File: src/rtl/cia_timer_pkg.sv
// Shared definitions for the CIA-style timer bank.
// CTRL register bit positions, the INMODE tick-source encoding, and
// helpers that place the ICR and split a bus address into (channel, byte).
package cia_timer_pkg;

   localparam int CTRL_START  = 0;
   localparam int CTRL_OUTEN  = 1;
   localparam int CTRL_TOGGLE = 2;
   localparam int CTRL_ONESHOT = 3;
   localparam int CTRL_LOAD   = 4;
   localparam int CTRL_INMODE = 5;

   localparam int REGS_PER_CHAN = 4;
   localparam logic [1:0] K_CTRL = 2'd3;

   typedef enum logic [1:0] {
      INMODE_PHI2          = 2'b00,
      INMODE_CNT           = 2'b01,
      INMODE_CASCADE       = 2'b10,
      INMODE_CASCADE_GATED = 2'b11
   } inmode_e;

   typedef struct packed {
      logic [5:0] chan;
      logic [1:0] k;
   } reg_sel_t;

   function automatic int icr_offset(input int channels);
      return channels * REGS_PER_CHAN;
   endfunction

   function automatic reg_sel_t decode_addr(input logic [7:0] a);
      reg_sel_t s;
      s.chan = a[7:2];
      s.k    = a[1:0];
      return s;
   endfunction

endpackage

File: src/rtl/cia_timer_chan.sv
// One timer channel: down-counter, reload latch, read snapshot, CTRL and
// the PB-style output pin.
// Ports: clk/res; phi2_p count strobe; rd/wr already qualified for this
// channel with byte index k and db_in; cnt_lvl/cnt_rise from the shared
// CNT sampler; uf_in from the previous channel; uf_out underflow strobe
// (combinational, feeds the next channel in the same phi2_p); rd_byte read
// data for the selected byte; tmr_out output pin.
module cia_timer_chan
   import cia_timer_pkg::*;
#(
   parameter int W = 16
) (
   input  logic       clk,
   input  logic       res,
   input  logic       phi2_p,
   input  logic       rd,
   input  logic       wr,
   input  logic [1:0] k,
   input  logic [7:0] db_in,
   input  logic       cnt_lvl,
   input  logic       cnt_rise,
   input  logic       uf_in,
   output logic       uf_out,
   output logic [7:0] rd_byte,
   output logic       tmr_out
);
   localparam int NB = W / 8;
   localparam logic [1:0] K_TOP = 2'(NB - 1);
   // Byte 0 is always read live, so only the upper bytes are captured.
   localparam int SW = (W > 8) ? W - 8 : 1;

   logic [W-1:0]  cnt_q, cnt_d, latch_q, latch_d;
   logic [SW-1:0] snap_q, snap_d;
   logic          snap_vld_q, snap_vld_d;
   logic          start_q, start_d, outen_q, outen_d, toggle_q, toggle_d;
   logic          oneshot_q, oneshot_d, load_pend_q, load_pend_d, out_q, out_d;
   inmode_e       inmode_q, inmode_d;
   logic          src, tick, uf, wr_ctrl;

   assign wr_ctrl = wr && (k == K_CTRL);

   always_comb begin
      src = 1'b0;
      case (inmode_q)
         INMODE_PHI2:          src = 1'b1;
         INMODE_CNT:           src = cnt_rise;
         INMODE_CASCADE:       src = uf_in;
         INMODE_CASCADE_GATED: src = uf_in & cnt_lvl;
         default:              src = 1'b0;
      endcase
      // A pending LOAD owns this phi2_p; no tick, no underflow.
      tick = phi2_p & start_q & src & ~load_pend_q;
      uf   = tick & (cnt_q == '0);
   end

   always_comb begin
      latch_d = latch_q;
      for (int b = 0; b < NB; b++)
         if (wr && (k == 2'(b))) latch_d[8*b +: 8] = db_in;

      cnt_d = cnt_q;
      if (phi2_p && load_pend_q)
         cnt_d = latch_d;
      else if (tick)
         cnt_d = uf ? latch_d : cnt_q - W'(1);
      if (wr && (k == K_TOP) && !start_q)
         cnt_d = latch_d;

      load_pend_d = phi2_p ? 1'b0 : load_pend_q;
      if (wr_ctrl && db_in[CTRL_LOAD]) load_pend_d = 1'b1;

      start_d   = start_q;
      outen_d   = outen_q;
      toggle_d  = toggle_q;
      oneshot_d = oneshot_q;
      inmode_d  = inmode_q;
      if (uf && oneshot_q) start_d = 1'b0;
      if (wr_ctrl) begin
         start_d   = db_in[CTRL_START];
         outen_d   = db_in[CTRL_OUTEN];
         toggle_d  = db_in[CTRL_TOGGLE];
         oneshot_d = db_in[CTRL_ONESHOT];
         inmode_d  = inmode_e'(db_in[CTRL_INMODE +: 2]);
      end

      out_d = out_q;
      if (phi2_p) begin
         if (!outen_q)      out_d = 1'b1;
         else if (toggle_q) out_d = out_q ^ uf;
         else               out_d = ~uf;
      end
      if (wr_ctrl && !start_q && db_in[CTRL_START] && db_in[CTRL_TOGGLE])
         out_d = 1'b1;

      snap_d     = snap_q;
      snap_vld_d = snap_vld_q;
      if (rd && (k == 2'd0)) begin
         snap_d     = cnt_q[W-1 -: SW];
         snap_vld_d = 1'b1;
      end
   end

   // Until the first byte-0 read the snapshot simply mirrors the counter.
   always_comb begin
      rd_byte = '0;
      if (k == K_CTRL)
         rd_byte = {1'b0, inmode_q, 1'b0, oneshot_q, toggle_q, outen_q, start_q};
      else if (k == 2'd0)
         rd_byte = cnt_q[7:0];
      else
         for (int b = 1; b < NB; b++)
            if (k == 2'(b))
               rd_byte = snap_vld_q ? snap_q[8*(b-1) +: 8] : cnt_q[8*b +: 8];
   end

   always_ff @(posedge clk or posedge res) begin
      if (res) begin
         cnt_q       <= '0;
         latch_q     <= '1;
         snap_q      <= '0;
         snap_vld_q  <= 1'b0;
         start_q     <= 1'b0;
         outen_q     <= 1'b0;
         toggle_q    <= 1'b0;
         oneshot_q   <= 1'b0;
         inmode_q    <= INMODE_PHI2;
         load_pend_q <= 1'b0;
         out_q       <= 1'b1;
      end else begin
         cnt_q       <= cnt_d;
         latch_q     <= latch_d;
         snap_q      <= snap_d;
         snap_vld_q  <= snap_vld_d;
         start_q     <= start_d;
         outen_q     <= outen_d;
         toggle_q    <= toggle_d;
         oneshot_q   <= oneshot_d;
         inmode_q    <= inmode_d;
         load_pend_q <= load_pend_d;
         out_q       <= out_d;
      end
   end

   assign uf_out  = uf;
   assign tmr_out = out_q;

endmodule

File: src/rtl/cia_timer_bank.sv
// CIA-style interval timer bank on the 6502 bus.
// Ports: clk, res (async, active high); phi2_p count strobe; phi2_n bus
// strobe; cs_n/rw/addr/db_in bus inputs; db_out registered read data;
// cnt_in external CNT pin; tmr_out per-channel output pins; irq_n
// active-low interrupt. Holds bus decode, CNT sampling, ICR/IMR and the
// read mux; the channels are chained so underflows cascade in one phi2_p.
module cia_timer_bank
   import cia_timer_pkg::*;
#(
   parameter int CHANNELS = 2,
   parameter int W        = 16,
   parameter int ADDR_W   = 5
) (
   input  logic                clk,
   input  logic                res,
   input  logic                phi2_p,
   input  logic                phi2_n,
   input  logic                cs_n,
   input  logic                rw,
   input  logic [ADDR_W-1:0]   addr,
   input  logic [7:0]          db_in,
   output logic [7:0]          db_out,
   input  logic                cnt_in,
   output logic [CHANNELS-1:0] tmr_out,
   output logic                irq_n
);
   localparam logic [7:0] ICR_ADDR = 8'(icr_offset(CHANNELS));

   logic                rd, wr, is_icr;
   reg_sel_t            sel;
   logic [CHANNELS:0]   uf_chain;
   logic [CHANNELS-1:0] uf;
   logic [7:0]          chan_rd [CHANNELS];
   logic [7:0]          rd_mux;

   logic                cnt_prev_q, cnt_prev_d;
   logic [CHANNELS-1:0] flags_q, flags_d, imr_q, imr_d;
   logic                irq_q, irq_d, clr_pend_q, clr_pend_d;
   logic [7:0]          db_out_q, db_out_d;

   assign rd     = phi2_n & ~cs_n & rw;
   assign wr     = phi2_n & ~cs_n & ~rw;
   assign sel    = decode_addr(8'(addr));
   assign is_icr = (8'(addr) == ICR_ADDR);

   assign uf_chain[0] = 1'b0;

   for (genvar c = 0; c < CHANNELS; c++) begin : g_chan
      cia_timer_chan #(.W(W)) u_chan (
         .clk      (clk),
         .res      (res),
         .phi2_p   (phi2_p),
         .rd       (rd && (sel.chan == 6'(c))),
         .wr       (wr && (sel.chan == 6'(c))),
         .k        (sel.k),
         .db_in    (db_in),
         .cnt_lvl  (cnt_in),
         .cnt_rise (cnt_in & ~cnt_prev_q),
         .uf_in    (uf_chain[c]),
         .uf_out   (uf_chain[c+1]),
         .rd_byte  (chan_rd[c]),
         .tmr_out  (tmr_out[c])
      );
   end

   assign uf = uf_chain[CHANNELS:1];

   always_comb begin
      rd_mux = '0;
      if (is_icr)
         rd_mux = {irq_q, {(7-CHANNELS){1'b0}}, flags_q};
      else
         for (int c = 0; c < CHANNELS; c++)
            if (sel.chan == 6'(c)) rd_mux = chan_rd[c];
   end

   always_comb begin
      cnt_prev_d = phi2_p ? cnt_in : cnt_prev_q;

      imr_d = imr_q;
      if (wr && is_icr)
         imr_d = db_in[7] ? (imr_q | db_in[CHANNELS-1:0])
                          : (imr_q & ~db_in[CHANNELS-1:0]);

      // An underflow arriving together with the clearing read keeps its flag.
      flags_d = flags_q;
      if (rd && is_icr) flags_d = '0;
      flags_d = flags_d | uf;

      // irq release is deferred to the next phi2_p after an ICR read.
      clr_pend_d = phi2_p ? 1'b0 : clr_pend_q;
      if (rd && is_icr) clr_pend_d = 1'b1;

      irq_d = irq_q;
      if (phi2_p)
         irq_d = clr_pend_q ? 1'b0 : (irq_q | (|(imr_q & flags_q)));

      db_out_d = rd ? rd_mux : db_out_q;
   end

   always_ff @(posedge clk or posedge res) begin
      if (res) begin
         cnt_prev_q <= 1'b0;
         flags_q    <= '0;
         imr_q      <= '0;
         irq_q      <= 1'b0;
         clr_pend_q <= 1'b0;
         db_out_q   <= '0;
      end else begin
         cnt_prev_q <= cnt_prev_d;
         flags_q    <= flags_d;
         imr_q      <= imr_d;
         irq_q      <= irq_d;
         clr_pend_q <= clr_pend_d;
         db_out_q   <= db_out_d;
      end
   end

   assign db_out = db_out_q;
   assign irq_n  = ~irq_q;

endmodule

File: config.mk
export PLATFORM = sky130hd
export DESIGN_NAME = cia_timer_bank
export DESIGN_NICKNAME = d
export VERILOG_FILES = /design/src/rtl/cia_timer_pkg.sv /design/src/rtl/cia_timer_chan.sv /design/src/rtl/cia_timer_bank.sv
export SDC_FILE = /design/constraint.sdc
export NUM_CORES = 1
export LEC_CHECK = 0
export ABC_AREA = 1
export CAP_MARGIN = 20
export CORE_MARGIN = 5
export CORE_UTILIZATION = 50
export DETAILED_ROUTE_END_ITERATION = 8
export GPL_ROUTABILITY_DRIVEN = 1
export PLACE_DENSITY = 0.68
export SYNTH_ARGS = -nofsm -noshare
export SYNTH_HDL_FRONTEND = slang
export SYNTH_SLANG_ARGS = --single-unit
File: constraint.sdc
create_clock -name clk -period 3.9 [get_ports clk]
set_clock_uncertainty 0.05 [all_clocks]
set_input_delay 0.585 -clock clk [delete_from_list [all_inputs] [get_ports clk]]
set_output_delay 0.585 -clock clk [all_outputs]
set_load 0.1 [all_outputs]
==> results.sh, run 1 <==
export IMPL_grt_usage_pct=24.5
export IMPL_cts_buffer_depth=2
export IMPL_synth_edf_count=0
export IMPL_start_util_pct=51.6
export IMPL_final_setup_tns_ns=0
export IMPL_path_clk_slew_ns=0.05
export IMPL_die_height_um=122
export IMPL_max_freq_mhz=362
export IMPL_fp_dieW_um=122
export IMPL_dp_hpwl_um=12400
export IMPL_place_ws_ns=0.993
export IMPL_htree_levels=4
export IMPL_core_area_mm2=0.0121
export IMPL_syn_inst=831
export IMPL_path_cells="clkdlybuf4s50_1"
export IMPL_num_vias=5708
export IMPL_drtIter0Drc=661
export IMPL_grt_pass1_vias=5406
export IMPL_critical_path_class="flop to output port"
export IMPL_firstDrtPassIters=7
export IMPL_yosys_most_used_dff="dfrtp_1"
export IMPL_synth_top_cell_by_area="dfrtp_1"
export IMPL_worstHoldPathCells=1
export IMPL_yosys_warnings=0
export IMPL_gr_total_overflow=0
export IMPL_hp_start="clr_pend_q"
export IMPL_fillers=1096
export IMPL_setup_ws_ns=1.14
export IMPL_syn_to_final_growth_pct=16.4
export IMPL_drv_slew=0
export IMPL_regArea_mm2=0.00287
export IMPL_reg2reg_depth=10
export IMPL_ys_seq_elements=113
export IMPL_worst_pin_slew_ns=0.974
export IMPL_timing_rr_end="g_chan[0].u_chan.cnt_q[5]"
export IMPL_relSlewSlack_pct=34.9
export IMPL_netlist_area_mm2=0.00625
export IMPL_synth_net_count=854
export IMPL_clock_sinks=113
export IMPL_worst_path_buf_inv=1
export IMPL_yosys_top_cells_area="dfrtp_1 (32%), dfstp_2 (14%), nand2_1 (12%)"
export IMPL_ir_worst_vdd_mv=0.293
export IMPL_syn_avg_cell_area_um2=7.52
export IMPL_ctsHoldBuffers=0
export IMPL_cpMaxStageDelayCell="clkdlybuf4s50_1"
export IMPL_final_min_clock_period_ns=2.76
export IMPL_place_congestion=0.923
export IMPL_wl_um=17200
export IMPL_grt_pass1_wl_um=28000
export IMPL_finalCritPeriodShare_pct=70.7
export IMPL_crit_family="buffers and inverters"
export IMPL_holdCritPathClass="flop to flop"
export IMPL_final_hold_viol_count=0
export IMPL_leakage_nw=3.52
export IMPL_io_buffers=30
export IMPL_drc=0
export IMPL_postCtsSetupBuffers=0
export IMPL_yosysSeqAreaShare_pct=45.9
export IMPL_cts_tree="built"
export IMPL_yosys_area_top_type_share_pct=31.6
export IMPL_status="finished clean"
export IMPL_async_reset_ff_share_pct=100
export IMPL_multi_input_area_mm2=0.00274
export IMPL_numCtsBuffers=17
export IMPL_crit_arrival_ns=2.12
export IMPL_postRouteAntennaNets=0
export IMPL_ios=31
export IMPL_clock_latency_ns=0.42
export IMPL_fin_nets=885
export IMPL_worstSetupStartpointType="flop"
export IMPL_worstSetupEndpointType="output port"
export IMPL_cp_data_required_time_ns=3.26
export IMPL_rsz0062_at_grt="no"
export IMPL_maxCapViolCount=0
export IMPL_cts_root_buf="clkbuf_16"
export IMPL_setup_viol=0
export IMPL_cts_repair_resized=0
export IMPL_die_area_mm2=0.0148
export IMPL_drive_gt1_share_pct=12.2
export IMPL_antenna_found_initial=0
export IMPL_wl_per_cell_um=16.5
export IMPL_power_density_mw_per_mm2=572
export IMPL_crit_fanout=4
export IMPL_hold_end="irq_q"
export IMPL_r2r_setup_slack_ns=1.53
export IMPL_slowest_delay_ns=1.14
export IMPL_rows=40
export IMPL_synth_cell_types=42
export IMPL_vias_per_cell=5.47
export IMPL_r2r_start="g_chan[0].u_chan.cnt_q[0]"
export IMPL_grt_max_degree=59
report_power, final:
part           leakage (nW)  switching (W)  total, W  internal [W]
registers              1.36       0.000201   0.00159       0.00139
logic                  1.88       0.000674   0.00104      0.000367
clock network         0.273       0.000564   0.00153      0.000968
total                  3.52        0.00144   0.00416       0.00272
cells in the final DEF (no fill, tap or decap), types with 5 or more instances in the layout:
| cell | n |
|---|---|
| clkdlybuf4s50_1 | 30 |
| nor2_1 | 43 |
| nand2_1 | 208 |
| buf_4 | 5 |
| or2_2 | 10 |
| nor2_2 | 8 |
| nor3_1 | 8 |
| o21ai_0 | 96 |
| a21oi_1 | 34 |
| a31oi_1 | 5 |
| dfstp_2 | 34 |
| clkinvlp_4 | 6 |
| dfrtp_1 | 79 |
| clkbuf_16 | 17 |
| nand3_1 | 79 |
| nand4_1 | 7 |
| o211ai_1 | 9 |
| inv_1 | 127 |
| xor2_1 | 15 |
sequential cells by signal (all words and copies together) (netlist names), 4 cells and up, named ones only:
| signal | cells |
|---|---|
| g_chan.u_chan.snap_q | 16 |
| db_out | 8 |
| g_chan.u_chan.cnt_q | 32 |
| g_chan.u_chan.latch_q | 32 |
| g_chan.u_chan.inmode_q | 4 |
routing by layer:
| metal | track usage [%] | part of all wire [%] | vias up |
|---|---|---|---|
| li1 | - | - | 2740 |
| met1 | 34.8 | 45 | 2700 |
| met2 | 35.6 | 43 | 238 |
| met3 | 6.87 | 8.9 | 30 |
| met4 | 9.73 | 2.7 | 0 |
| met5 | 0 | 0 | - |
logic make-up after synthesis:
family                     after synthesis  share of synthesized area [%]
AOI/OAI and AO/OA                      163                           14.3
xor gates and xnor gates                17                           2.38
adders and majority gates                3                          0.601
buffers and inverters                  158                           10.3
DFF                                    113                           45.9
and+or+nand+nor                        377                           26.5
final cells by class:
type	count	area share, %
inverters	134	6.95
clock buffers	19	6.23
multi-input cells	560	37.6
well taps	168	2.89
repair buffers	36	4.92
flip-flops and latches	113	39.5
diodes	1	0.0344
clock inverters	13	1.89
cells in the mapped netlist, types with 4 or more instances:
master and n:
nand3_1 79, nor3_1 8, o21ai_0 96, o211ai_1 9
xor2_1 15, clkbuf_1 9, buf_4 4, buf_2 8
nor2_2 8, inv_1 128, dfrtp_1 79, dfstp_2 34
a21oi_1 34, nor2_1 43, a31oi_1 5, or2_2 10
nand4_1 7, nand2_1 208
through the flow:
| stage | util [%] | hold WS [ns] | area [µm²] | std cells | total power, W |
|---|---|---|---|---|---|
| after global placement | 55.2 | 0.390 | 6680 | 1011 | 0.00260 |
| after CTS | 60.0 | 0.430 | 7270 | 1043 | 0.00416 |
| final | 60.1 | 0.419 | 7270 | 1044 | 0.00416 |
| after floorplan | - | 0.373 | 6250 | 831 | 0.00231 |
| after global routing | 60.0 | 0.447 | 7270 | 1043 | 0.00440 |
| after detailed placement | 55.2 | 0.418 | 6680 | 1011 | 0.00261 |
how the worst max path moves through the flow:
stage / start / slack (ns) / endpoint / cells past startpoint
global placement: phi2_p / 1.02 / g_chan[1].u_chan.cnt_q[5] / 11
global route: phi2_p / 1.06 / g_chan[1].u_chan.cnt_q[3] / 11
detailed placement: phi2_p / 0.99 / g_chan[1].u_chan.cnt_q[13] / 11
CTS: g_chan[0].u_chan.tmr_out / 1.13 / tmr_out[0] / 1
floorplan: res / 0.33 / async pin / 1
finish: g_chan[0].u_chan.tmr_out / 1.14 / tmr_out[0] / 1
Note: power is estimated with default switching activity, not from simulation.
==> inputs of run 2 (changes only) <==
--- a/config.mk
+++ b/config.mk
@@ -11,7 +11,7 @@
 export CORE_UTILIZATION = 50
 export DETAILED_ROUTE_END_ITERATION = 8
 export GPL_ROUTABILITY_DRIVEN = 1
-export PLACE_DENSITY = 0.68
+export PLACE_DENSITY = 0.71
 export SYNTH_ARGS = -nofsm -noshare
 export SYNTH_HDL_FRONTEND = slang
 export SYNTH_SLANG_ARGS = --single-unit
==> constraint.sdc (replaced) <==
create_clock -name clk -period 2.39 [get_ports clk]
set_clock_uncertainty 0.05 [all_clocks]
set_input_delay 0.3585 -clock clk [delete_from_list [all_inputs] [get_ports clk]]
set_output_delay 0.3585 -clock clk [all_outputs]
set_load 0.1 [all_outputs]
==> run 2 against run 1 <==
Worst hold slack worse by 0.041 ns. Count of clock-buffer cells in the layout is 7 higher. Wire length fell by 1.1%. Power grew 58%. Via count increased by 1.2%. Register-to-register slack got worse by 1.2 ns. Combinational power is 67% higher. Non-clock buffer count rose by 26. Critical path type is now flop to flop. Utilization rose by 1.1 points. First-iteration DRC count is 7.1% higher. Sequential share of layout area down 0.71 points. Sequential power grew 62%.
==> results.sh, run 2 (synthesized netlist as in run 1, its figures left out) <==
export IMPL_path_cells="inv_1, ha_1, nand2_2, nor2_2, nand2_1, nor2_1, nand3_2, nand2_4, nand2_1, nand3_1, nand2_1"
export IMPL_core_area_mm2=0.0121
export IMPL_worstSetupEndpointType="flop"
export IMPL_worstSetupStartpointType="flop"
export IMPL_num_antenna_cells=0
export IMPL_die_area_mm2=0.0148
export IMPL_rows=40
export IMPL_regArea_mm2=0.00287
export IMPL_cts_buffer_depth=2
export IMPL_mostFrequentLayoutCell="nand2_1"
export IMPL_cpMaxStageDelayCell="dfrtp_1"
export IMPL_cp_data_required_time_ns=2.63
export IMPL_clock_latency_ns=0.41
export IMPL_cpMostUsedCell="nand2_1"
export IMPL_cts_repair_resized=0
export IMPL_critical_path_class="flop to flop"
export IMPL_io_buffers=30
export IMPL_fp_dieW_um=122
export IMPL_cts_root_buf="clkbuf_16"
export IMPL_syn_to_final_growth_pct=18.5
export IMPL_numCtsBuffers=17
export IMPL_fillers=1097
export IMPL_crit_fanout=16
export IMPL_crit_family="simple AND/OR/NAND/NOR gates"
export IMPL_fin_nets=911
export IMPL_drv_slew=0
export IMPL_antenna_found_initial=0
export IMPL_worst_path_buf_inv=1
export IMPL_stdcell_area_mm2=0.00741
export IMPL_place_congestion=0.950
export IMPL_ctsHoldBuffers=0
export IMPL_dp_hpwl_um=12600
export IMPL_final_min_clock_period_ns=2.07
export IMPL_final_hold_viol_count=0
export IMPL_worst_pin_slew_ns=0.509
export IMPL_drive_gt1_share_pct=15.4
export IMPL_vias_per_cell=5.40
export IMPL_finalCritPeriodShare_pct=86.7
export IMPL_status="finished clean"
export IMPL_slowest_delay_ns=0.42
export IMPL_num_vias=5774
export IMPL_drc=0
export IMPL_holdCritPathClass="primary input to async pin"
export IMPL_largestRegisters="g_chan.u_chan.cnt_q (32), g_chan.u_chan.latch_q (32), g_chan.u_chan.snap_q (16)"
export IMPL_crit_arrival_ns=2.32
export IMPL_grt_max_degree=84
export IMPL_dpl_cell_area_mm2=0.00688
export IMPL_ir_worst_vdd_mv=0.461
export IMPL_relSlewSlack_pct=66.0
export IMPL_drtIter0Drc=708
export IMPL_grt_usage_pct=24.2
export IMPL_gr_total_overflow=0
export IMPL_grt_pass1_vias=5408
export IMPL_setup_viol=0
export IMPL_grt_pass1_wl_um=27800
export IMPL_rsz0062_at_grt="no"
export IMPL_hold_ws_ns=0.378
export IMPL_htree_levels=4
export IMPL_max_freq_mhz=482
export IMPL_postCtsSetupBuffers=0
export IMPL_wl_um=17000
export IMPL_maxCapViolCount=0
export IMPL_clock_sinks=113
export IMPL_cts_tree="built"
export IMPL_die_height_um=122
export IMPL_power_density_mw_per_mm2=888
export IMPL_firstDrtPassIters=5
export IMPL_postRouteAntennaNets=0
export IMPL_leakage_nw=3.65
export IMPL_ios=31
export IMPL_wl_per_cell_um=15.9
export IMPL_start_util_pct=51.6
export IMPL_multi_input_area_mm2=0.00274
export IMPL_path_clk_slew_ns=0.05
export IMPL_most_common_layout_cells="nand2_1 (208), inv_1 (127), o21ai_0 (96)"
[run 2: cell types whose count changed in the layout (fill, tap and decap cells not counted), sizes merged]
cell           change
clkinvlp           -4
diode              -1
buf               +37
clkdlybuf4s50     -11
bufinv             -2
inv                -1
clkbuf             +7
[run 2: power breakdown]
group,leakage (nW),internal [W],switching [W]
Sequential,1.36,0.00227,0.000312
Clock,0.264,0.00142,0.000836
Combinational,2.02,0.000616,0.00112
Total,3.65,0.00430,0.00227
[run 2: metal layers]
layer | vias up | GRT usage (%) | part of all wire (%) | wire (µm)
li1 | 2789 | - | - | -
met1 | 2704 | 34.2 | 47 | 7930
met2 | 249 | 35.8 | 44 | 7410
met3 | 32 | 5.66 | 7.3 | 1240
met4 | 0 | 10.0 | 2.6 | 435
met5 | - | 0 | 0 | 0
[run 2: final timing paths]
| kind | startpoint | to | slack [ns] | depth (start not counted) |
|---|---|---|---|---|
| worst max-delay path | g_chan[1].u_chan.cnt_q[0] | g_chan[1].u_chan.cnt_q[14] | 0.32 | 11 |
| min in group clk | clr_pend_q | irq_q | 0.42 | 1 |
| max in group asynchronous | res | g_chan[0].u_chan.latch_q[12] | 1.52 | 3 |
| worst max register to register | g_chan[1].u_chan.cnt_q[0] | g_chan[1].u_chan.cnt_q[14] | 0.32 | 11 |
| worst min-delay path | res | g_chan[0].u_chan.snap_q[3] | 0.38 | 3 |
| worst min register to register | clr_pend_q | irq_q | 0.42 | 1 |
[run 2: cell type report]
class,instances,share of cell area (%)
multi-input cells,560,37.0
repair buffers,62,7.43
flip-flops and latches,113,38.7
inverters,134,6.84
clock buffers,26,6.74
clock inverters,6,0.439
well taps,168,2.84
[run 2: worst register-to-register path: cells and delay by family, from the launching register on]
kind	cells	cell delay (ns)
adders and majority gates	1	0.24
buffers and inverters	1	0.11
DFF	1	0.42
and+or+nand+nor	9	1.14
[run 2: metrics by stage]
step	setup TNS [ns]	utilization [%]	cells	power [W]	setup WS (ns)
detailed placement	0	56.8	1037	0.00429	0.0139
finish	0	61.2	1069	0.00657	0.317
CTS	0	61.2	1069	0.00658	0.304
global route	0	61.2	1069	0.00698	0.163
floorplan	0	-	831	0.00377	0.559
global placement	-0.00999	56.8	1037	0.00425	-0.00999
